===== config.mk =====
export PLATFORM = sky130hd
export DESIGN_NAME = mem_access_unit
export DESIGN_NICKNAME = d
export VERILOG_FILES = /design/src/rtl/mau_pkg.sv /design/src/rtl/mau_lane_fmt.sv /design/src/rtl/mem_access_unit.sv
export SDC_FILE = /design/constraint.sdc
export NUM_CORES = 1
export LEC_CHECK = 0
export BUFFER_PORTS_ARGS = -buffer_cell sky130_fd_sc_hd__clkbuf_2
export CELL_PAD_IN_SITES_DETAIL_PLACEMENT = 0
export CELL_PAD_IN_SITES_GLOBAL_PLACEMENT = 1
export CORE_MARGIN = 3
export CORE_UTILIZATION = 25
export DETAILED_ROUTE_END_ITERATION = 7
export PLACE_DENSITY = 0.64
export SLEW_MARGIN = 20
export SYNTH_ARGS = -nofsm -noshare
export SYNTH_HDL_FRONTEND = slang
export SYNTH_SLANG_ARGS = --single-unit

===== constraint.sdc =====
create_clock -name CLK -period 2.5 [get_ports CLK]
set_clock_uncertainty 0.15 [all_clocks]
set_input_delay 0.5 -clock CLK [delete_from_list [all_inputs] [get_ports CLK]]
set_output_delay 0.5 -clock CLK [all_outputs]
set_load 0.01 [all_outputs]

===== src/rtl/mau_pkg.sv =====
// -----------------------------------------------------------------------------
// mau_pkg
// Shared definitions for the MEM-stage load/store sequencer (mem_access_unit):
//   - access size encodings (SZ_BYTE / SZ_HALF / SZ_WORD / SZ_RSVD)
//   - sequencer state enum mau_state_t
//   - accept-to-response latencies, in cycles, for each kind of operation
//   - small decode helpers for sub-word detection and alignment checking
// Optional feature macro used by the importing files: MAU_MISALIGN_TRAP_EN.
// -----------------------------------------------------------------------------
package mau_pkg;

  localparam logic [1:0] SZ_BYTE = 2'b00;
  localparam logic [1:0] SZ_HALF = 2'b01;
  localparam logic [1:0] SZ_WORD = 2'b10;
  localparam logic [1:0] SZ_RSVD = 2'b11;  // behaves exactly as SZ_WORD

  typedef enum logic [2:0] {
    IDLE    = 3'd0,
    RD      = 3'd1,
    RD_CAP  = 3'd2,
    RMW_RD  = 3'd3,
    RMW_MRG = 3'd4,
    WR      = 3'd5,
    RESP    = 3'd6
  } mau_state_t;

  // Cycles from the accepting clock edge until resp_valid is high, counting
  // the cycle that follows the accept edge as cycle 1.
  localparam int LAT_LOAD       = 3;
  localparam int LAT_STORE_WORD = 2;
  localparam int LAT_STORE_SUB  = 4;
  localparam int LAT_TRAP       = 1;

  // Byte and halfword stores need a read-modify-write; word (and the
  // reserved encoding) stores write straight through.
  function automatic logic is_sub_word(input logic [1:0] size);
    return (size == SZ_BYTE) || (size == SZ_HALF);
  endfunction

  // Natural alignment check: halves need addr[0]==0, words addr[1:0]==0.
  function automatic logic is_misaligned(input logic [1:0] size,
                                         input logic [1:0] addr_lo);
    logic mis;
    mis = 1'b0;
    if (size == SZ_HALF)
      mis = addr_lo[0];
    else if (size[1])
      mis = (addr_lo != 2'b00);
    return mis;
  endfunction

endpackage


===== src/rtl/mau_lane_fmt.sv =====
// -----------------------------------------------------------------------------
// mau_lane_fmt
// Purely combinational lane formatter for the MEM-stage sequencer.
//   - Load path : picks the addressed byte/half out of a DM word (little-endian,
//                 byte k = bits 8k+7:8k) and sign- or zero-extends it.
//   - Store path: overlays the right-justified store data onto the DM word at
//                 the addressed byte/half lane (read-modify-write merge).
// Ports:
//   word       in  32  DM read word
//   addr       in   2  low byte-address bits (lane select)
//   size       in   2  SZ_BYTE / SZ_HALF / SZ_WORD / SZ_RSVD
//   sgn        in   1  1 = sign-extend loads, 0 = zero-extend
//   wdata      in  32  right-justified store data
//   load_data  out 32  formatted load result
//   merge_data out 32  word to write back to DM
// -----------------------------------------------------------------------------
module mau_lane_fmt
  import mau_pkg::*;
(
  input  logic [31:0] word,
  input  logic [1:0]  addr,
  input  logic [1:0]  size,
  input  logic        sgn,
  input  logic [31:0] wdata,
  output logic [31:0] load_data,
  output logic [31:0] merge_data
);

  logic [7:0]  lane_b;
  logic [15:0] lane_h;

  // Lane extraction. Halfword lanes only look at addr[1]; addr[0] is
  // dropped, which is how misaligned halves get force-aligned.
  always_comb begin
    lane_b = word[7:0];
    case (addr)
      2'd0:    lane_b = word[7:0];
      2'd1:    lane_b = word[15:8];
      2'd2:    lane_b = word[23:16];
      default: lane_b = word[31:24];
    endcase
    lane_h = addr[1] ? word[31:16] : word[15:0];
  end

  // Load formatting.
  always_comb begin
    load_data = word;
    case (size)
      SZ_BYTE: load_data = {{24{sgn & lane_b[7]}}, lane_b};
      SZ_HALF: load_data = {{16{sgn & lane_h[15]}}, lane_h};
      default: load_data = word;
    endcase
  end

  // Store merge. Word-sized stores ignore the old contents entirely.
  always_comb begin
    merge_data = word;
    case (size)
      SZ_BYTE: begin
        case (addr)
          2'd0:    merge_data[7:0]   = wdata[7:0];
          2'd1:    merge_data[15:8]  = wdata[7:0];
          2'd2:    merge_data[23:16] = wdata[7:0];
          default: merge_data[31:24] = wdata[7:0];
        endcase
      end
      SZ_HALF: begin
        if (addr[1])
          merge_data[31:16] = wdata[15:0];
        else
          merge_data[15:0]  = wdata[15:0];
      end
      default: merge_data = wdata;
    endcase
  end

endmodule


===== src/rtl/mem_access_unit.sv =====
// -----------------------------------------------------------------------------
// mem_access_unit
// MIPS MEM-stage load/store sequencer sitting in front of a word-wide data
// memory (DM) whose read data is registered (valid one cycle after address).
// One request is taken per handshake; byte/half loads are lane-extracted and
// extended, byte/half stores are done as read-modify-write.
//
// Handshake: a request is taken at a rising CLK edge where req_valid and
// req_ready are both high. req_ready is high only while the unit is IDLE, so
// at most one operation is in flight. resp_valid is a single-cycle pulse with
// no backpressure; resp_data carries load data (0 for stores).
//
// All outputs come straight from registers; nothing on req_* reaches dm_*
// combinationally.
//
// Optional feature macro: MAU_MISALIGN_TRAP_EN
//   defined   : misaligned half/word requests skip DM and respond with
//               resp_err=1, resp_data=0 one cycle after accept.
//   undefined : resp_err is tied 0; misaligned requests are force-aligned.
//
// Ports:
//   CLK, RST_N                 clock (rising edge), async active-low reset
//   req_valid/req_ready        request handshake
//   req_store, req_size,
//   req_signed, req_addr,
//   req_wdata                  request fields, latched on accept
//   resp_valid, resp_data,
//   resp_err                   response pulse
//   dm_we, dm_adr, dm_wdata    DM word port (dm_adr low two bits always 0)
//   dm_rdata                   DM registered read word
//   dbg_state                  current sequencer state (mau_state_t)
// -----------------------------------------------------------------------------
module mem_access_unit
  import mau_pkg::*;
#(
  parameter int AW = 32,
  parameter int DW = 32
) (
  input  logic          CLK,
  input  logic          RST_N,
  input  logic          req_valid,
  output logic          req_ready,
  input  logic          req_store,
  input  logic [1:0]    req_size,
  input  logic          req_signed,
  input  logic [AW-1:0] req_addr,
  input  logic [DW-1:0] req_wdata,
  output logic          resp_valid,
  output logic [DW-1:0] resp_data,
  output logic          resp_err,
  output logic          dm_we,
  output logic [AW-1:0] dm_adr,
  output logic [DW-1:0] dm_wdata,
  input  logic [DW-1:0] dm_rdata,
  output logic [2:0]    dbg_state
);

  mau_state_t    state;
  logic [1:0]    r_size;
  logic          r_sgn;
  logic [1:0]    r_addr_lo;
  logic [DW-1:0] r_wdata;

  logic          accept;
  logic          trap_now;
  logic [DW-1:0] fmt_load;
  logic [DW-1:0] fmt_merge;

  assign accept    = req_valid && req_ready;
  assign dbg_state = state;

  // Formatter always works on the latched request and the live DM read word;
  // its results are only consumed in RD_CAP / RMW_MRG, when dm_rdata holds
  // the word addressed in the preceding RD / RMW_RD cycle.
  mau_lane_fmt u_lane_fmt (
    .word       (dm_rdata),
    .addr       (r_addr_lo),
    .size       (r_size),
    .sgn        (r_sgn),
    .wdata      (r_wdata),
    .load_data  (fmt_load),
    .merge_data (fmt_merge)
  );

`ifdef MAU_MISALIGN_TRAP_EN
  logic err_q;

  assign trap_now = is_misaligned(req_size, req_addr[1:0]);

  // Error flag rides alongside resp_valid: set only on a trapped accept,
  // cleared as the RESP pulse ends.
  always_ff @(posedge CLK or negedge RST_N) begin
    if (!RST_N)
      err_q <= 1'b0;
    else if (state == IDLE && accept && trap_now)
      err_q <= 1'b1;
    else if (state == RESP)
      err_q <= 1'b0;
  end

  assign resp_err = err_q;
`else
  assign trap_now = 1'b0;
  assign resp_err = 1'b0;
`endif

  // Sequencer. Every output is a register updated here; dm_we is set only on
  // entry to WR and cleared on the way out, so it is high for exactly one
  // cycle per store.
  always_ff @(posedge CLK or negedge RST_N) begin
    if (!RST_N) begin
      state      <= IDLE;
      req_ready  <= 1'b1;
      resp_valid <= 1'b0;
      resp_data  <= '0;
      dm_we      <= 1'b0;
      dm_adr     <= '0;
      dm_wdata   <= '0;
      r_size     <= SZ_BYTE;
      r_sgn      <= 1'b0;
      r_addr_lo  <= 2'b00;
      r_wdata    <= '0;
    end else begin
      case (state)
        IDLE: begin
          if (accept) begin
            r_size    <= req_size;
            r_sgn     <= req_signed;
            r_addr_lo <= req_addr[1:0];
            r_wdata   <= req_wdata;
            req_ready <= 1'b0;
            if (trap_now) begin
              // Trapped access: straight to the response, DM untouched.
              resp_valid <= 1'b1;
              resp_data  <= '0;
              state      <= RESP;
            end else begin
              dm_adr <= {req_addr[AW-1:2], 2'b00};
              if (!req_store) begin
                state <= RD;
              end else if (is_sub_word(req_size)) begin
                state <= RMW_RD;
              end else begin
                dm_wdata <= req_wdata;
                dm_we    <= 1'b1;
                state    <= WR;
              end
            end
          end
        end

        // Address is already on dm_adr; DM returns the word next cycle.
        RD:     state <= RD_CAP;
        RMW_RD: state <= RMW_MRG;

        RD_CAP: begin
          resp_data  <= fmt_load;
          resp_valid <= 1'b1;
          state      <= RESP;
        end

        RMW_MRG: begin
          dm_wdata <= fmt_merge;
          dm_we    <= 1'b1;
          state    <= WR;
        end

        WR: begin
          dm_we      <= 1'b0;
          resp_valid <= 1'b1;
          resp_data  <= '0;
          state      <= RESP;
        end

        RESP: begin
          resp_valid <= 1'b0;
          resp_data  <= '0;
          req_ready  <= 1'b1;
          state      <= IDLE;
        end

        default: begin
          dm_we      <= 1'b0;
          resp_valid <= 1'b0;
          resp_data  <= '0;
          req_ready  <= 1'b1;
          state      <= IDLE;
        end
      endcase
    end
  end

endmodule


==> flow_summary.toml <==
[synthesis]
synth-warning-count = 0
synth_compound_area_frac = 0.1867
yosysMostFrequentCell = "dfrtp_1"
async_reset_ff_frac = 1.000
synth_area_leaders = "dfrtp_1, mux2_2, o21ai_0"
synth_fa_ha_area_frac = 0.001850
synth.avg_cell_area_um2 = 10.75
yosysTopAreaCell = "dfrtp_1"
synth_simple_gate_area_frac = 0.1094
ys_seq_elements = 137
ys_types = 50
synthMuxAreaShare = 0.1499
synth_ff_type = "dfrtp_1"
syn_area_um2 = 6761
synth.top_cell.area_share = 0.5033
synth_top_family_by_area = "compound AO/OA/AOI/OAI gates"
synth_edf_count = 0
synth-xor-area-share = 0
syn_inst = 629
synth_commonest_cells = "dfrtp_1, mux2_2, o21ai_0"
seq_area_frac_synth = 0.5072

[cts]
cts_buffers = 17
clock-sinks = 137
cts_root_buffer = "clkbuf_16"
cts_max_level = 4
cts_buffer_depth = 2
clock_latency_ps = 420
cts_tree = "yes"
clk_pin_slew_worst_paths_ps = 70

[final_layout]
final_util = 0.3368
fillers = 2670
final_area_um2 = 8875
antenna_cells = 0
syn2layout_area_growth_pct = 31.25
drive_above_1_share = 0.4265
nets = 935
fin_cells = 1179

[die]
fp.dieArea_um2 = 29050
core_area_um2 = 26350
die_x_um = 170.5
die_h_um = 170.5
num_rows = 59
ios = 206
start_util = 0.2566

[sta]
setup_tns_ps = 0
final_hold_viol_count = 0
fin_crit_sh = 0.8976
holdWs_ps = 156.2
setup_slack_ps = 255.9
timing.fmax_ghz = 0.4456
slew_viol_final = 0
tightest_slew_ps = 694.0
fin_crit_ps = 2244
rsz0062_at_grt = "false"
setup_viol = 0
slew-limit-headroom = 0.5254

[placement]
place_congestion = 0.8100
dpl.cell_count = 1146
placed_area_um2 = 8274
pre_cts_slack_ps = 289.3
dp_hpwl_um = 17230
portBuffers = 202

[detailed_routing]
finalWirelength_um = 23000
ant_nets = 0
wl_per_cell_um = 19.51
first_pass_iters = 5
drc = 0
vias = 5792
viasPerCell = 4.913
drt-initial-drc-count = 467

[global_routing]
grtUsageTotal = 0.1579
grt_overflow = 0
antenna_found_initial = 3
grt_max_degree = 57
grt_first_pass_wirelength_um = 35070
grt_pass1_vias = 5793

[status]
status = "completed"

[setup_path]
worstSetupEndpointType = "flop"
criticalPathCategory = "reg -> reg"
critPathMaxFanout = 38
startpoint_type = "flop"
cp_data_required_time_ps = 2660
worstPathArrival_ps = 2400

[hold_path]
hp-class = "in -> reg"

[job]
cap_viol_max_count = 0

[pwr]
ir_drop_mv = 0.4740
leakagePower_nw = 4.097
total_power_mw = 12.22
p_per_area_nw_per_um2 = 1376
kinds of logic after synthesis:
kind of cell               count (synthesis)
AOI/OAI and AO/OA                        184
and+or+nand+nor                          152
DFF                                      137
muxes                                     92
buffers and inverters                     62
adders and majority gates                  1
other                                      1
placed cells by master, fill, tap and decap left out, types with 13 or more instances in the layout:
master / instances
nor2_1: 36
clkbuf_2: 201
nor2b_1: 13
a221o_1: 16
mux2i_1: 27
buf_4: 28
mux2_2: 64
nand2_1: 41
o211ai_1: 18
a21oi_1: 32
clkbuf_16: 17
dfrtp_1: 136
nand3_1: 24
o21ai_0: 61
cell type report:
class,count,area (um2),share of cell area
clock inverter,15,165.2,0.01861
multi-input combinational,432,3055,0.3443
inverter,6,22.52,0.002538
sequential,137,3430,0.3864
clock buffer,17,425.4,0.04793
timing repair buffer,237,1358,0.1530
tap,335,419.2,0.04723
sequential cells by signal, indices dropped and copies added, names as in the netlist:
signal and cells:
dm_wdata 32, r_wdata 32, resp_data 32, dm_adr 30, dbg_state 3, r_addr_lo 2
r_size 2, dm_we 1, r_sgn 1, req_ready 1, resp_valid 1
power by group:
| group | internal, mW | switching, mW |
|---|---|---|
| logic | 2.53 | 3.07 |
| clock network | 1.49 | 1.07 |
| registers | 3.27 | 0.787 |
what timing repair did:
| item | CTS | global route |
|---|---|---|
| endpoints found under the hold margin | 36 | 0 |
| gates resized for setup | 0 | 0 |
| hold buffers | 1 | 0 |
| buffers inserted | 0 | 0 |
final timing paths:
kind / slack, ps / depth (start not counted) / start / endpoint
hold reg to reg: 330 / 2 / resp_data[1] / resp_data[1]
setup / recovery: 260 / 6 / r_addr_lo[1] / dm_wdata[11]
hold / removal: 160 / 2 / req_addr[13] / dm_adr[13]
setup reg to reg: 260 / 6 / r_addr_lo[1] / dm_wdata[11]
min in group asynchronous: 410 / 2 / RST_N / dm_adr[23]
max in group asynchronous: 1140 / 3 / RST_N / dm_wdata[22]
layer usage:
layer	up-vias	GRT usage	routed length (um)
met3	22	0.05087	1937
met4	6	0.03386	186
met5	-	0	38
li1	2721	-	-
met2	198	0.2445	10730
met1	2845	0.2170	10100
critical path, stage by stage, from the launching register on:
cell and delay (ps):
dfrtp_1 430, buf_12 250, nor2b_1 190, o21a_1 200
a2111oi_0 610, buf_4 220, o21ai_1 70
Note: power is estimated with default switching activity, not from simulation.
